**config.mk**
```make
export PLATFORM = sky130hd
export DESIGN_NAME = if_fetch_stage
export DESIGN_NICKNAME = d
export VERILOG_FILES = /design/src/rtl/if_fetch_stage_pkg.sv /design/src/rtl/ifu_buf.sv /design/src/rtl/if_fetch_stage.sv
export SDC_FILE = /design/constraint.sdc
export NUM_CORES = 1
export LEC_CHECK = 0
export BUFFER_PORTS_ARGS = -buffer_cell sky130_fd_sc_hd__buf_2
export CORE_MARGIN = 8
export CORE_UTILIZATION = 60
export CTS_BUF_LIST = sky130_fd_sc_hd__clkbuf_8
export CTS_CLUSTER_DIAMETER = 40
export DETAILED_ROUTE_END_ITERATION = 8
export PLACE_DENSITY = 0.92
export SLEW_MARGIN = 20
export SYNTH_ARGS = -nofsm -noshare
export SYNTH_HDL_FRONTEND = slang
export SYNTH_SLANG_ARGS = --single-unit
```
**constraint.sdc**
```tcl
create_clock -name clk -period 15.5 [get_ports clk]
set_input_delay 3.1 -clock clk [delete_from_list [all_inputs] [get_ports clk]]
set_output_delay 3.1 -clock clk [all_outputs]
set_load 0.01 [all_outputs]
```
**src/rtl/if_fetch_stage_pkg.sv**
```systemverilog
// Shared widths, reset address and buffer entry layout for the npc instruction-fetch stage.
package if_fetch_stage_pkg;

    localparam int              XLEN             = 64;
    localparam int              INST_LEN         = 32;
    localparam logic [XLEN-1:0] RESET_PC_DEFAULT = 64'h8000_0000;

    typedef struct packed {
        logic [XLEN-1:0]     pc;
        logic [INST_LEN-1:0] instr;
    } fetch_entry_t;

    function automatic logic [XLEN-1:0] word_align(input logic [XLEN-1:0] addr);
        return {addr[XLEN-1:2], 2'b00};
    endfunction

endpackage

```
**src/rtl/ifu_buf.sv**
```systemverilog
// Synchronous FIFO holding fetched {pc, instr} pairs; flush empties it and overrides a same-cycle push.
module ifu_buf #(
    parameter int WIDTH = 96,
    parameter int DEPTH = 2
) (
    input  logic                     clk,
    input  logic                     rst_n,
    input  logic                     push,
    input  logic                     pop,
    input  logic                     flush,
    input  logic [WIDTH-1:0]         push_data,
    output logic                     full,
    output logic                     empty,
    output logic [$clog2(DEPTH):0]   count,
    output logic [WIDTH-1:0]         head
);
    localparam int AW = $clog2(DEPTH);

    logic [WIDTH-1:0] mem [DEPTH];
    logic [AW-1:0]    rd_ptr;
    logic [AW-1:0]    wr_ptr;
    logic [AW:0]      cnt;
    logic             do_push;
    logic             do_pop;

    always_comb begin
        full    = (cnt == (AW+1)'(DEPTH));
        empty   = (cnt == '0);
        do_pop  = pop && !empty;
        do_push = push && (!full || do_pop);
        count   = cnt;
        head    = mem[rd_ptr];
    end

    always_ff @(posedge clk) begin
        if (!rst_n || flush) begin
            rd_ptr <= '0;
            wr_ptr <= '0;
            cnt    <= '0;
        end else begin
            if (do_push) wr_ptr <= wr_ptr + 1'b1;
            if (do_pop)  rd_ptr <= rd_ptr + 1'b1;
            case ({do_push, do_pop})
                2'b10:   cnt <= cnt + 1'b1;
                2'b01:   cnt <= cnt - 1'b1;
                default: cnt <= cnt;
            endcase
        end
    end

    // Storage needs no reset; occupancy alone decides what is valid.
    always_ff @(posedge clk) begin
        if (rst_n && !flush && do_push) mem[wr_ptr] <= push_data;
    end

endmodule

```
**src/rtl/if_fetch_stage.sv**
```systemverilog
// Instruction-fetch front end: owns the fetch PC, issues one-outstanding word fetches and
// buffers returned {pc, instr} pairs for ID; an EX redirect flushes and restarts at the target.
module if_fetch_stage
    import if_fetch_stage_pkg::*;
#(
    parameter logic [XLEN-1:0] RESET_PC  = RESET_PC_DEFAULT,
    parameter int              BUF_DEPTH = 2
) (
    input  logic                clk,
    input  logic                rst_n,
    input  logic                is_jump_i,
    input  logic [XLEN-1:0]     pc_next_i,
    output logic                imem_req_o,
    output logic [XLEN-1:0]     imem_addr_o,
    input  logic                imem_gnt_i,
    input  logic                imem_rvalid_i,
    input  logic [INST_LEN-1:0] imem_rdata_i,
    output logic                if_valid_o,
    input  logic                id_ready_i,
    output logic [XLEN-1:0]     pc_if_o,
    output logic [INST_LEN-1:0] instr_if_o
);
    localparam int CW = $clog2(BUF_DEPTH) + 1;

    logic [XLEN-1:0] pc_q;
    logic [XLEN-1:0] pend_pc_q;
    logic            pend_q;
    logic            discard_q;

    logic [CW-1:0]   buf_count;
    logic            buf_full;
    logic            buf_empty;
    fetch_entry_t    head;
    fetch_entry_t    push_entry;

    logic            issue_ok;
    logic            grant;
    logic            resp;
    logic            push;
    logic            pop;

    always_comb begin
        // Reserve a slot for the outstanding fetch so its response always has room.
        issue_ok    = !pend_q && !is_jump_i && !buf_full &&
                      ((buf_count + CW'(pend_q)) < CW'(BUF_DEPTH));
        imem_req_o  = rst_n && issue_ok;
        imem_addr_o = pc_q;
        grant       = imem_req_o && imem_gnt_i;
        resp        = rst_n && imem_rvalid_i && pend_q;
        push        = resp && !discard_q && !is_jump_i;
        push_entry  = '{pc: pend_pc_q, instr: imem_rdata_i};
        if_valid_o  = rst_n && !buf_empty && !is_jump_i;
        pop         = if_valid_o && id_ready_i;
        pc_if_o     = rst_n ? head.pc    : '0;
        instr_if_o  = rst_n ? head.instr : '0;
    end

    ifu_buf #(
        .WIDTH ($bits(fetch_entry_t)),
        .DEPTH (BUF_DEPTH)
    ) u_buf (
        .clk       (clk),
        .rst_n     (rst_n),
        .push      (push),
        .pop       (pop),
        .flush     (is_jump_i),
        .push_data (push_entry),
        .full      (buf_full),
        .empty     (buf_empty),
        .count     (buf_count),
        .head      (head)
    );

    always_ff @(posedge clk) begin
        if (!rst_n) begin
            pc_q      <= RESET_PC;
            pend_pc_q <= '0;
            pend_q    <= 1'b0;
            discard_q <= 1'b0;
        end else begin
            if (grant) begin
                pend_q    <= 1'b1;
                pend_pc_q <= pc_q;
                pc_q      <= pc_q + XLEN'(4);
            end
            if (resp) begin
                pend_q    <= 1'b0;
                discard_q <= 1'b0;
            end
            // A fetch still in flight at redirect belongs to the old stream; drop it on return.
            if (is_jump_i) begin
                pc_q <= word_align(pc_next_i);
                if (pend_q && !imem_rvalid_i) discard_q <= 1'b1;
            end
        end
    end

endmodule

```
==> impl_metrics.csv <==
group,metric,value,unit
placement,post-place-cells,1700,
floorplanning,initial_core_util,61.1,%
clock_network,clock_sinks,319,
critical_path,crit_buf_inv,5,
cells_and_area,synthToLayoutAreaGrowth,18.7,%
timing,finalSetupViolCount,0,
min_path,hold_depth,0,
outcome,status,"complete, no violations",
critical_path,r2r-start,"u_buf.count[1]",
yosys,syn_area,13300,um^2
power,power_density,110,nW/um^2
clock_network,cts_tree,"done",
timing,grt_setup_unrepaired,"no",
flow_run,max-cap-violations,0,
timing,achievable-frequency,120,MHz
clock_network,postCtsSetupRepairBufs,0,
critical_path,r2r_slack,12.04,ns
clock_network,clock_latency,0.58,ns
timing,period_minus_slack,8.37,ns
timing,fin_crit_sh,54.0,%
power,leakage,5.96,nW
clock_network,cts_resized,0,
min_path,min_to,"u_buf.mem[1][68]",
cells_and_area,fin_nets,1578,
cells_and_area,layout_commonest_cell,"buf_2",
yosys,ys_warn_count,0,
min_path,worstHoldStart,"pend_pc_q[36]",
placement,hpwl,24.1,mm
yosys,seq_area_frac_synth,62.0,%
critical_path,path_max_fanout,122,
power,ir_worst_vdd,0.000101,V
clock_network,path_clk_slew,0.06,ns
critical_path,startpoint,"rst_n",
global_route,grt-ovfl-total,0,
route,final_antenna_net_count,0,
critical_path,cp_top_family,"buffers and inverters",
cells_and_area,fillers,1486,
cells_and_area,drive_above_1_share,23.7,%
route,avgViaCountPerCell,6.05,
yosys,yosys_register_bits,319,
clock_network,cts_root_buf,"clkbuf_8",
yosys,syn_inst,1229,
critical_path,path_class,"in -> out",
timing,slew_headroom,26.3,%
timing,worst_pin_slew,1.10,ns
global_route,grt_antenna_before_repair,3,
yosys,synth.avg_cell_area,10.8,um^2
clock_network,cts_buffers,52,
timing,finalHoldViolCount,0,
placement,place_congestion,0.902,
placement,io_buffers,257,
floorplanning,dieArea,27200,um^2
timing,fin_skew,0.0258,ns
critical_path,reg2reg_to,"imem_addr_o[25]",
critical_path,crit_path_end_kind,"primary output",
timing,setup_tns,0,ns
route,drc_errors,0,
global_route,track_usage,26.3,%
yosys,ys_types,53,
critical_path,cpPeakStageDelay,0.75,ns
critical_path,startpoint_type,"primary input",
critical_path,required,12.40,ns
timing,final_max_slew_viol_count,0,
floorplanning,rows,54,
yosys,synth_ff_type,"edfxtp_1",
critical_path,worstPathCellList,"buf_2, buf_4, inv_6, buf_4, nor2_1, buf_2",
global_route,grt_pass1_vias,10482,
floorplanning,ioPinCount,264,
critical_path,critPathSlowestCell,"buf_4",
cells_and_area,final_cells,1800,
route,wl,36.8,mm
floorplanning,coreArea,21800,um^2
route,drt_first_pass_iters,6,
critical_path,rr_worst_depth,6,
clock_network,cts.path.max_buffers,3,
cells_and_area,layout_common_cells,"buf_2 (257), nand2_1 (195), edfxtp_1 (188)",
floorplanning,die_w,165,um
global_route,grt_max_degree,123,
floorplanning,die_y,165,um
yosys,synth_edf_count,188,
global_route,grt_pass1_wl,56.4,mm
route,via_count,10893,
critical_path,crit_arrival,5.27,ns
yosys,ys_async_sr_fraction,0,%
clock_network,cts_htree_levels,2,
route,drt_iter0_drc,946,
clock_network,cts_hold_buf,0,
route,wl_per_cell,20.5,um
min_path,hold_path_class,"reg -> reg",
==> cell type report <==
class | count | area [um^2] | share of cell area [%]
inverters | 11 | 47.5 | 0.300
diodes | 2 | 5.00 | 0.0316
clock buffers | 60 | 826 | 5.22
flip-flops and latches | 319 | 8270 | 52.3
clock inverters | 38 | 213 | 1.34
repair buffers | 268 | 1370 | 8.65
multi-input cells | 822 | 4740 | 30.0
well taps | 280 | 350 | 2.21
==> kinds of logic (layout without fill, tap and decap cells) <==
kind of cell | count (synthesis) | count (layout) | share of synthesized area [%]
AO/OA/AOI/OAI | 202 | 202 | 9.01
XOR/XNOR | 13 | 13 | 0.854
adder cells (fa/ha/maj) | 2 | 2 | 0.188
buffers and inverters | 91 | 377 | 2.77
flip-flops | 319 | 319 | 62.0
multiplexers | 103 | 103 | 7.81
other | 1 | 6 | 0.0281
AND/OR/NAND/NOR | 498 | 498 | 17.3
==> registers in the layout, indices dropped and copies added, names as in the netlist, named ones only <==
| register | flops |
|---|---|
| pend_q | 1 |
| imem_addr_o | 62 |
| u_buf.count | 2 |
| discard_q | 1 |
| u_buf.wr_ptr | 1 |
| u_buf.rd_ptr | 1 |
| pend_pc_q | 62 |
| u_buf.mem | 188 |
==> Yosys cell counts (5+ instances only) <==
master    count  area, um^2
nor4_1       11        68.8
o31ai_1      10        75.1
a31oi_1      25         156
or4_1        21         158
buf_1         6        22.5
o211ai_1      8        60.1
or3_1        14        87.6
mux2i_1      95         951
nand3_1      33         165
dfxtp_1     131        2620
o311ai_0      5        43.8
and3_1       12        75.1
o31a_1        6        52.6
edfxtp_1    188        5650
o21ai_0      36         180
buf_2        10        50.1
xor2_1       11        96.3
mux2_2        8        90.1
a21oi_1      89         445
clkbuf_1     60         225
nor3_1       16        80.1
nand2_1     196         736
nand4_1      38         238
a211oi_1      7        52.6
nor2_1      134         503
inv_1         9        33.8
==> per-stage QoR <==
step	area, um^2	hold slack, ns	total power [mW]	utilization, %	worst slack (ns)
after floorplan	13300	0.425	0.992	-	7.09
after global placement	14800	0.430	1.04	67.7	7.21
after detailed placement	14800	0.437	1.04	67.7	7.16
after CTS	15800	0.437	1.75	72.5	7.15
after global routing	15800	0.457	1.80	72.5	6.96
final	15800	0.438	1.74	72.5	7.13
==> power by group <==
part / internal (mW) / switching, mW
registers: 0.907 / 0.0245
logic: 0.0349 / 0.0604
clock network: 0.387 / 0.326
==> layer usage <==
metal / vias up / share of wire [%] / GRT usage (%)
met5: - / 0.024 / 0
met2: 629 / 47 / 42.1
met4: 2 / 3.9 / 11.9
met1: 5163 / 38 / 33.4
met3: 105 / 11 / 6.72
li1: 4994 / - / -
==> worst max path at each step <==
| stage | cells past startpoint | end | slack, ns |
|---|---|---|---|
| 2_1_floorplan | 4 | u_buf.mem[0][0] | 7.09 |
| 3_3_place_gp | 6 | pc_if_o[48] | 7.21 |
| 3_5_place_dp | 6 | pc_if_o[61] | 7.16 |
| 4_1_cts | 6 | pc_if_o[61] | 7.15 |
| 5_1_grt | 6 | pc_if_o[51] | 6.96 |
| 6_report | 6 | pc_if_o[61] | 7.13 |
==> worst register-to-register path, cell delays in order (launching register included) <==
cell,delay (ns)
dfxtp_1,0.36
or4b_4,0.61
nor2_4,0.85
buf_4,0.59
nand4_1,0.33
o311ai_0,0.44
a31oi_1,0.13
(Power assumes the default switching activity.)
